**config.mk**
```make
export PLATFORM = sky130hd
export DESIGN_NAME = mini_alu_gen2_flat
export DESIGN_NICKNAME = d
export VERILOG_FILES = /design/src/rtl/mini_alu_gen2_pkg.sv /design/src/rtl/mini_alu_gen2_if.sv /design/src/rtl/mini_alu_gen2_dp_ram.sv /design/src/rtl/mini_alu_gen2_return_stack.sv /design/src/rtl/mini_alu_gen2.sv /design/src/flat_wrapper.sv
export SDC_FILE = /design/constraint.sdc
export NUM_CORES = 1
export LEC_CHECK = 0
export BUFFER_PORTS_ARGS = -buffer_cell sky130_fd_sc_hd__clkbuf_2
export CAP_MARGIN = 20
export CORE_MARGIN = 5
export CORE_UTILIZATION = 40
export DETAILED_ROUTE_END_ITERATION = 16
export REMOVE_ABC_BUFFERS = 1
export SYNTH_ARGS = -nofsm -noshare
export SYNTH_HDL_FRONTEND = slang
export SYNTH_HIERARCHICAL = 1
export SYNTH_SLANG_ARGS = --single-unit
```
**constraint.sdc**
```tcl
create_clock -name Clock -period 8.4 [get_ports Clock]
set_input_delay 1.68 -clock Clock [delete_from_list [all_inputs] [get_ports Clock]]
set_output_delay 1.68 -clock Clock [all_outputs]
set_load 0.005 [all_outputs]
```
**src/rtl/mini_alu_gen2_pkg.sv**
```systemverilog
// mini_alu_gen2 shared definitions: opcodes, instruction
// layout (op[27:24] dst[23:16] src1[15:8] src0[7:0]), defaults.
package mini_alu_gen2_pkg;

   localparam int DATA_WIDTH_DEF     = 16;
   localparam int REG_ADDR_WIDTH_DEF = 4;
   localparam int IP_WIDTH_DEF       = 16;
   localparam int LED_WIDTH_DEF      = 8;
   localparam int STACK_DEPTH_DEF    = 4;

   localparam int INSTR_WIDTH = 28;
   localparam int OPC_LSB     = 24;
   localparam int DST_LSB     = 16;
   localparam int SRC1_LSB    = 8;
   localparam int SRC0_LSB    = 0;

   typedef enum logic [3:0] {
      OP_NOP   = 4'd0,
      OP_ADD   = 4'd1,
      OP_SUB   = 4'd2,
      OP_STO   = 4'd3,
      OP_BLE   = 4'd4,
      OP_JMP   = 4'd5,
      OP_LED   = 4'd6,
      OP_AND   = 4'd7,
      OP_OR    = 4'd8,
      OP_SHL   = 4'd9,
      OP_SHR   = 4'd10,
      OP_CALL  = 4'd11,
      OP_RET   = 4'd12,
      OP_HALT  = 4'd13,
      OP_ILL14 = 4'd14,
      OP_ILL15 = 4'd15
   } opcode_e;

   // Packed so that field order matches the ROM word bit positions.
   typedef struct packed {
      opcode_e    op;
      logic [7:0] dst;
      logic [7:0] src1;
      logic [7:0] src0;
   } instr_t;

   localparam instr_t INSTR_NOP = '{
      op: OP_NOP, dst: 8'h00, src1: 8'h00, src0: 8'h00
   };

endpackage

```
**src/rtl/mini_alu_gen2_if.sv**
```systemverilog
// Instruction ROM bus: core drives oIP, ROM returns
// iInstruction combinationally (master = core, slave = ROM).
interface mini_alu_gen2_if
   import mini_alu_gen2_pkg::*;
#(
   parameter int IP_WIDTH = IP_WIDTH_DEF
);
   logic [IP_WIDTH-1:0]    oIP;
   logic [INSTR_WIDTH-1:0] iInstruction;

   modport master (output oIP, input iInstruction);
   modport slave  (input oIP, output iInstruction);
endinterface

```
**src/rtl/mini_alu_gen2_dp_ram.sv**
```systemverilog
// Dual-read-port register RAM: one sync write port,
// two async read ports (raddr0_i/raddr1_i -> rdata0_o/rdata1_o).
module mini_alu_dp_ram #(
   parameter int DATA_WIDTH = 16,
   parameter int ADDR_WIDTH = 4
)(
   input  logic                  Clock,
   input  logic                  we_i,
   input  logic [ADDR_WIDTH-1:0] waddr_i,
   input  logic [DATA_WIDTH-1:0] wdata_i,
   input  logic [ADDR_WIDTH-1:0] raddr0_i,
   input  logic [ADDR_WIDTH-1:0] raddr1_i,
   output logic [DATA_WIDTH-1:0] rdata0_o,
   output logic [DATA_WIDTH-1:0] rdata1_o
);
   logic [DATA_WIDTH-1:0] mem_q [2**ADDR_WIDTH];

   always_ff @(posedge Clock) begin
      if (we_i) mem_q[waddr_i] <= wdata_i;
   end

   assign rdata0_o = mem_q[raddr0_i];
   assign rdata1_o = mem_q[raddr1_i];
endmodule

```
**src/rtl/mini_alu_gen2_return_stack.sv**
```systemverilog
// Return-address stack: push_i/pop_i, top_o is the top entry,
// full_o/empty_o status. Only the pointer is reset.
module mini_alu_return_stack #(
   parameter int DEPTH = 4,
   parameter int WIDTH = 16
)(
   input  logic             Clock,
   input  logic             Reset,
   input  logic             push_i,
   input  logic             pop_i,
   input  logic [WIDTH-1:0] data_i,
   output logic [WIDTH-1:0] top_o,
   output logic             full_o,
   output logic             empty_o
);
   localparam int PW = $clog2(DEPTH + 1);
   localparam int AW = (DEPTH > 1) ? $clog2(DEPTH) : 1;

   logic [WIDTH-1:0] mem_q [DEPTH];
   logic [PW-1:0]    sp_q;

   assign full_o  = (sp_q == PW'(DEPTH));
   assign empty_o = (sp_q == '0);
   assign top_o   = mem_q[AW'(sp_q - PW'(1))];

   always_ff @(posedge Clock) begin
      if (Reset) begin
         sp_q <= '0;
      end else if (push_i && !full_o) begin
         sp_q <= sp_q + PW'(1);
      end else if (pop_i && !empty_o) begin
         sp_q <= sp_q - PW'(1);
      end
   end

   always_ff @(posedge Clock) begin
      if (!Reset && push_i && !full_o) mem_q[AW'(sp_q)] <= data_i;
   end
endmodule

```
**src/rtl/mini_alu_gen2.sv**
```systemverilog
// Two-stage mini ALU core. Ports: Clock, Reset (sync, high),
// rom (oIP/iInstruction ROM bus), oLed, oHalted, oError.
module mini_alu_gen2
   import mini_alu_gen2_pkg::*;
#(
   parameter int DATA_WIDTH     = DATA_WIDTH_DEF,
   parameter int REG_ADDR_WIDTH = REG_ADDR_WIDTH_DEF,
   parameter int IP_WIDTH       = IP_WIDTH_DEF,
   parameter int LED_WIDTH      = LED_WIDTH_DEF,
   parameter int STACK_DEPTH    = STACK_DEPTH_DEF
)(
   input  logic                 Clock,
   input  logic                 Reset,
   mini_alu_gen2_if.master      rom,
   output logic [LED_WIDTH-1:0] oLed,
   output logic                 oHalted,
   output logic                 oError
);
   localparam int SHW = $clog2(DATA_WIDTH);
   localparam int AW  = REG_ADDR_WIDTH;

   instr_t                ex_q, ex_d;
   logic [IP_WIDTH-1:0]   ip_q, ip_d;
   logic [LED_WIDTH-1:0]  led_q, led_d;
   logic                  halted_q, halted_d;
   logic                  err_q, err_d;

   logic [DATA_WIDTH-1:0] rd0, rd1, wdata;
   logic [IP_WIDTH-1:0]   br_tgt, stk_top;
   logic                  we, taken, push, pop;
   logic                  full, empty;

   mini_alu_dp_ram #(
      .DATA_WIDTH (DATA_WIDTH),
      .ADDR_WIDTH (AW)
   ) u_rf (
      .Clock    (Clock),
      .we_i     (we && !Reset),
      .waddr_i  (ex_q.dst[AW-1:0]),
      .wdata_i  (wdata),
      .raddr0_i (ex_q.src0[AW-1:0]),
      .raddr1_i (ex_q.src1[AW-1:0]),
      .rdata0_o (rd0),
      .rdata1_o (rd1)
   );

   mini_alu_return_stack #(
      .DEPTH (STACK_DEPTH),
      .WIDTH (IP_WIDTH)
   ) u_stk (
      .Clock   (Clock),
      .Reset   (Reset),
      .push_i  (push),
      .pop_i   (pop),
      .data_i  (ip_q),
      .top_o   (stk_top),
      .full_o  (full),
      .empty_o (empty)
   );

   // Execute stage. While halted ex_q holds NOP, so nothing
   // below can write state.
   always_comb begin
      we       = 1'b0;
      wdata    = '0;
      taken    = 1'b0;
      br_tgt   = IP_WIDTH'(ex_q.dst);
      push     = 1'b0;
      pop      = 1'b0;
      led_d    = led_q;
      halted_d = halted_q;
      err_d    = err_q;
      unique case (ex_q.op)
         OP_NOP: begin
         end
         OP_ADD: begin
            we    = 1'b1;
            wdata = rd1 + rd0;
         end
         OP_SUB: begin
            we    = 1'b1;
            wdata = rd1 - rd0;
         end
         OP_STO: begin
            we    = 1'b1;
            wdata = DATA_WIDTH'({ex_q.src1, ex_q.src0});
         end
         OP_BLE: taken = (rd1 <= rd0);
         OP_JMP: taken = 1'b1;
         OP_LED: led_d = rd1[LED_WIDTH-1:0];
         OP_AND: begin
            we    = 1'b1;
            wdata = rd1 & rd0;
         end
         OP_OR: begin
            we    = 1'b1;
            wdata = rd1 | rd0;
         end
         OP_SHL: begin
            we    = 1'b1;
            wdata = rd1 << rd0[SHW-1:0];
         end
         OP_SHR: begin
            we    = 1'b1;
            wdata = rd1 >> rd0[SHW-1:0];
         end
         OP_CALL: begin
            if (full) begin
               err_d = 1'b1;
            end else begin
               push  = 1'b1;
               taken = 1'b1;
            end
         end
         OP_RET: begin
            if (empty) begin
               err_d = 1'b1;
            end else begin
               pop    = 1'b1;
               taken  = 1'b1;
               br_tgt = stk_top;
            end
         end
         OP_HALT: halted_d = 1'b1;
         default: err_d = 1'b1;
      endcase
   end

   // Taken branches redirect the fetch in the same cycle,
   // so the fall-through word is never loaded.
   assign rom.oIP = taken ? br_tgt : ip_q;

   always_comb begin
      if (halted_d) begin
         ip_d = ip_q;
         ex_d = INSTR_NOP;
      end else begin
         ip_d = rom.oIP + IP_WIDTH'(1);
         ex_d = instr_t'(rom.iInstruction);
      end
   end

   always_ff @(posedge Clock) begin
      if (Reset) begin
         ip_q     <= '0;
         ex_q     <= INSTR_NOP;
         led_q    <= '0;
         halted_q <= 1'b0;
         err_q    <= 1'b0;
      end else begin
         ip_q     <= ip_d;
         ex_q     <= ex_d;
         led_q    <= led_d;
         halted_q <= halted_d;
         err_q    <= err_d;
      end
   end

   assign oLed    = led_q;
   assign oHalted = halted_q;
   assign oError  = err_q;
endmodule
```
**src/flat_wrapper.sv**
```systemverilog
// flat-port wrapper written by rule: the top's interface ports become plain ports
module mini_alu_gen2_flat import mini_alu_gen2_pkg::*;
#(
   parameter int DATA_WIDTH     = DATA_WIDTH_DEF,
   parameter int REG_ADDR_WIDTH = REG_ADDR_WIDTH_DEF,
   parameter int IP_WIDTH       = IP_WIDTH_DEF,
   parameter int LED_WIDTH      = LED_WIDTH_DEF,
   parameter int STACK_DEPTH    = STACK_DEPTH_DEF
)
  (Clock, Reset, oLed, oHalted, oError, rom_oIP, rom_iInstruction);
  mini_alu_gen2_if #(.IP_WIDTH(IP_WIDTH)) rom_i ();
  input  logic Clock;
  input  logic Reset;
  output logic [LED_WIDTH-1:0] oLed;
  output logic oHalted;
  output logic oError;
  output wire logic [$bits(rom_i.oIP)-1:0] rom_oIP;
  input wire logic [$bits(rom_i.iInstruction)-1:0] rom_iInstruction;
  assign rom_oIP = rom_i.oIP;
  assign rom_i.iInstruction = rom_iInstruction;
  mini_alu_gen2 #(.DATA_WIDTH(DATA_WIDTH), .REG_ADDR_WIDTH(REG_ADDR_WIDTH), .IP_WIDTH(IP_WIDTH), .LED_WIDTH(LED_WIDTH), .STACK_DEPTH(STACK_DEPTH)) u_core (.Clock(Clock), .Reset(Reset), .rom(rom_i), .oLed(oLed), .oHalted(oHalted), .oError(oError));
endmodule
```
==> impl_metrics.py <==
metrics = {
    "floorplan": {
        "fp.dieH_um": 236,
        "dieArea_sq_um": 55900,
        "initial_utilization": 0.402,
        "ios": 56,
        "die-width_um": 236,
        "core_area_sq_um": 51100,
        "rows": 83,
    },
    "timing": {
        "setup_viol": 0,
        "finalCritPeriodShare": 0.865,
        "finalHoldViolations": 0,
        "finalCriticalPeriod_ns": 7.27,
        "fmax_ghz": 0.138,
        "rsz0062_at_grt": "no",
        "hold_ws_ns": 0.496,
        "slew_violations": 0,
        "finalClockSkew_ns": 0.0257,
        "max_slew_margin": 0.283,
        "worst_pin_slew_ns": 1.07,
    },
    "logic_synthesis": {
        "synthCells": 1486,
        "ys_ff_latch": 377,
        "synthArstFlopShare": 0,
        "synth_top_flop_cell": "edfxtp_1",
        "netlist_area_sq_um": 20500,
        "synth-edff-count": 320,
        "ys_types": 94,
        "ys.warnings.count": 6,
        "synth.largest_area_cell": "edfxtp_1",
        "ys_seq_area_frac": 0.524,
        "synth_top_area_frac": 0.468,
        "avgSynthCellArea_sq_um": 13.8,
        "synth_area_leaders": "edfxtp_1 (47%), mux4_2 (14%), dfxtp_1 (5.6%), ha_1 (3.4%), mux4_1 (3.3%)",
    },
    "power_and_ir_drop": {
        "total_leakage_power_nw": 7.96,
        "vdd_drop_max_mv": 0.160,
        "power.density_nw_per_um2": 215,
    },
    "route": {
        "wirelength_um": 59800,
        "ant_nets": 0,
        "drtPass1Iterations": 5,
        "vias": 13700,
        "drt_iter0_drc": 1425,
        "drc": 0,
        "viasPerCell": 6.09,
        "post_drt_wl_per_cell_um": 26.5,
    },
    "global_route": {
        "grtUsageTotal": 0.209,
        "grt_pass1_vias": 13800,
        "grt_max_degree": 51,
        "grt_overflow": 0,
        "grt_pass1_wl_um": 89000,
        "antenna_found_initial": 0,
    },
    "job": {
        "drv_cap": 0,
    },
    "outcome": {
        "outcome": "finished clean",
    },
    "min_path": {
        "hp-class": "reg2reg",
    },
    "clocking": {
        "ctsLongestPathBuffers": 3,
        "h-tree-depth": 2,
        "clk_latency_ns": 0.58,
        "tritoncts": "built",
        "cts.sinks": 377,
        "hold_buffers": 0,
        "post_cts_buffers": 0,
        "post_cts_resized": 0,
        "cts-buffers-inserted": 40,
        "clk_pin_slew_ns": 0.06,
        "root_buffer": "clkbuf_16",
    },
    "cells_and_area": {
        "syn_to_final_growth_pct": 12.0,
        "fillers": 4608,
        "final_common_cell": "edfxtp_1",
        "fin_nets": 1630,
        "drive_gt1_frac": 0.231,
        "final_util": 0.450,
        "layout_common_cells": "edfxtp_1 (320), mux4_2 (123), nor2_1 (103)",
        "n_antenna_cell": 0,
    },
    "setup_path": {
        "crit_type": "reg2out",
        "crit_family": "compound AO/OA/AOI/OAI gates",
        "slowest_stage": "dfxtp_2",
        "critPathLaunchType": "register",
        "worstPathBufferInverterCount": 3,
        "critPathArrivalTime_ns": 5.59,
        "slowest_delay_ns": 0.91,
        "cp_max_fo": 24,
        "cp.required_ns": 6.72,
        "crit_chain": "buf_4 -> mux4_1 -> a22oi_1 -> nand2_1 -> inv_1 -> ha_1 -> nor4_2 -> o31ai_2 -> a31oi_4 -> o31ai_4 -> a21oi_4 -> mux2_2 -> clkbuf_2",
        "setup.worst_path.end_class": "output pin",
    },
    "placed_design": {
        "dpl.hpwl_um": 39000,
        "gp_congestion": 0.930,
        "portBuffers": 55,
    },
}
## per-stage QoR
stage | setup TNS (ns) | cells | instance area, sq um | setup slack (ns) | power, mW
floorplan | -0.112 | 1395 | 20000 | -0.0602 | 2.86
global placement | 0 | 2173 | 21600 | 1.78 | 3.17
detailed placement | 0 | 2177 | 21600 | 1.72 | 3.18
CTS | 0 | 2251 | 22900 | 1.12 | 4.96
global route | 0 | 2254 | 23000 | 0.734 | 5.13
finish | 0 | 2254 | 23000 | 1.13 | 4.93
## metal layers
| metal | share of wire | up-vias | track usage |
|---|---|---|---|
| met3 | 0.071 | 91 | 0.0390 |
| met4 | 0.023 | 0 | 0.0514 |
| met2 | 0.48 | 517 | 0.339 |
| li1 | - | 6056 | - |
| met5 | 0 | - | 0 |
| met1 | 0.42 | 7064 | 0.293 |
## path summary, 6_finish.rpt
kind                   from              end  slack (ns)  cells past startpoint
max reg2reg  u_core/ex_q[9]  u_core/ip_q[14]        2.09                     19
min          u_core/oLed[7]   u_core/oLed[7]        0.50                      2
max          u_core/ex_q[9]       rom_oIP[2]        1.13                     13
min reg2reg  u_core/oLed[7]   u_core/oLed[7]        0.50                      2
## cell families after synthesis
kind of cell,share of synthesized area
flops,0.524
simple gates,0.0908
fa+ha+maj,0.0361
mux,0.197
xor+xnor,0.00171
compound gates,0.114
buf+inv,0.0368
## where the power goes
part / switching, mW / internal (mW) / leakage (nW)
clock network: 0.773 / 1.00 / 0.637
logic: 0.603 / 0.340 / 3.88
registers: 0.0468 / 2.17 / 3.44
## worst reg2reg max path, delay by kind of cell, from the launching register on
kind / cells / cell delay, ns
AO/OA/AOI/OAI: 7 / 1.93
AND/OR/NAND/NOR: 6 / 1.50
flip-flops: 1 / 0.91
adder cells (fa/ha/maj): 2 / 0.67
buffers and inverters: 2 / 0.66
multiplexers: 2 / 0.57
## cells in the mapped netlist (18+ instances only)
| library cell | n |
|---|---|
| o21ai_0 | 50 |
| buf_2 | 20 |
| nand3_1 | 18 |
| edfxtp_1 | 320 |
| nor3_1 | 22 |
| clkbuf_1 | 38 |
| mux2i_1 | 36 |
| ha_1 | 56 |
| mux4_1 | 26 |
| dfxtp_1 | 57 |
| and2_1 | 38 |
| inv_1 | 55 |
| mux4_2 | 123 |
| a22oi_1 | 71 |
| nand2_1 | 92 |
| nor2_1 | 116 |
| a21oi_1 | 55 |
| nor2b_1 | 19 |
## registers in the layout (all words and copies together) (netlist names)
| register | cells |
|---|---|
| u_core/oHalted | 1 |
| u_core/u_stk/sp_q | 3 |
| u_core/ex_q | 28 |
| u_core/u_rf/mem_q | 256 |
| u_core/oLed | 8 |
| u_core/ip_q | 16 |
| u_core/u_stk/mem_q | 64 |
| u_core/oError | 1 |
## final cells by class
cell class | count | area, sq um | share of cell area
Timing Repair Buffer | 105 | 712 | 0.0310
Inverter | 59 | 221 | 0.00964
Sequential cell | 377 | 10800 | 0.468
Clock buffer | 47 | 1050 | 0.0456
Tap cell | 680 | 851 | 0.0370
Multi-Input combinational cell | 959 | 9110 | 0.397
Clock inverter | 27 | 269 | 0.0117
Power figures use the tool's default switching activity.
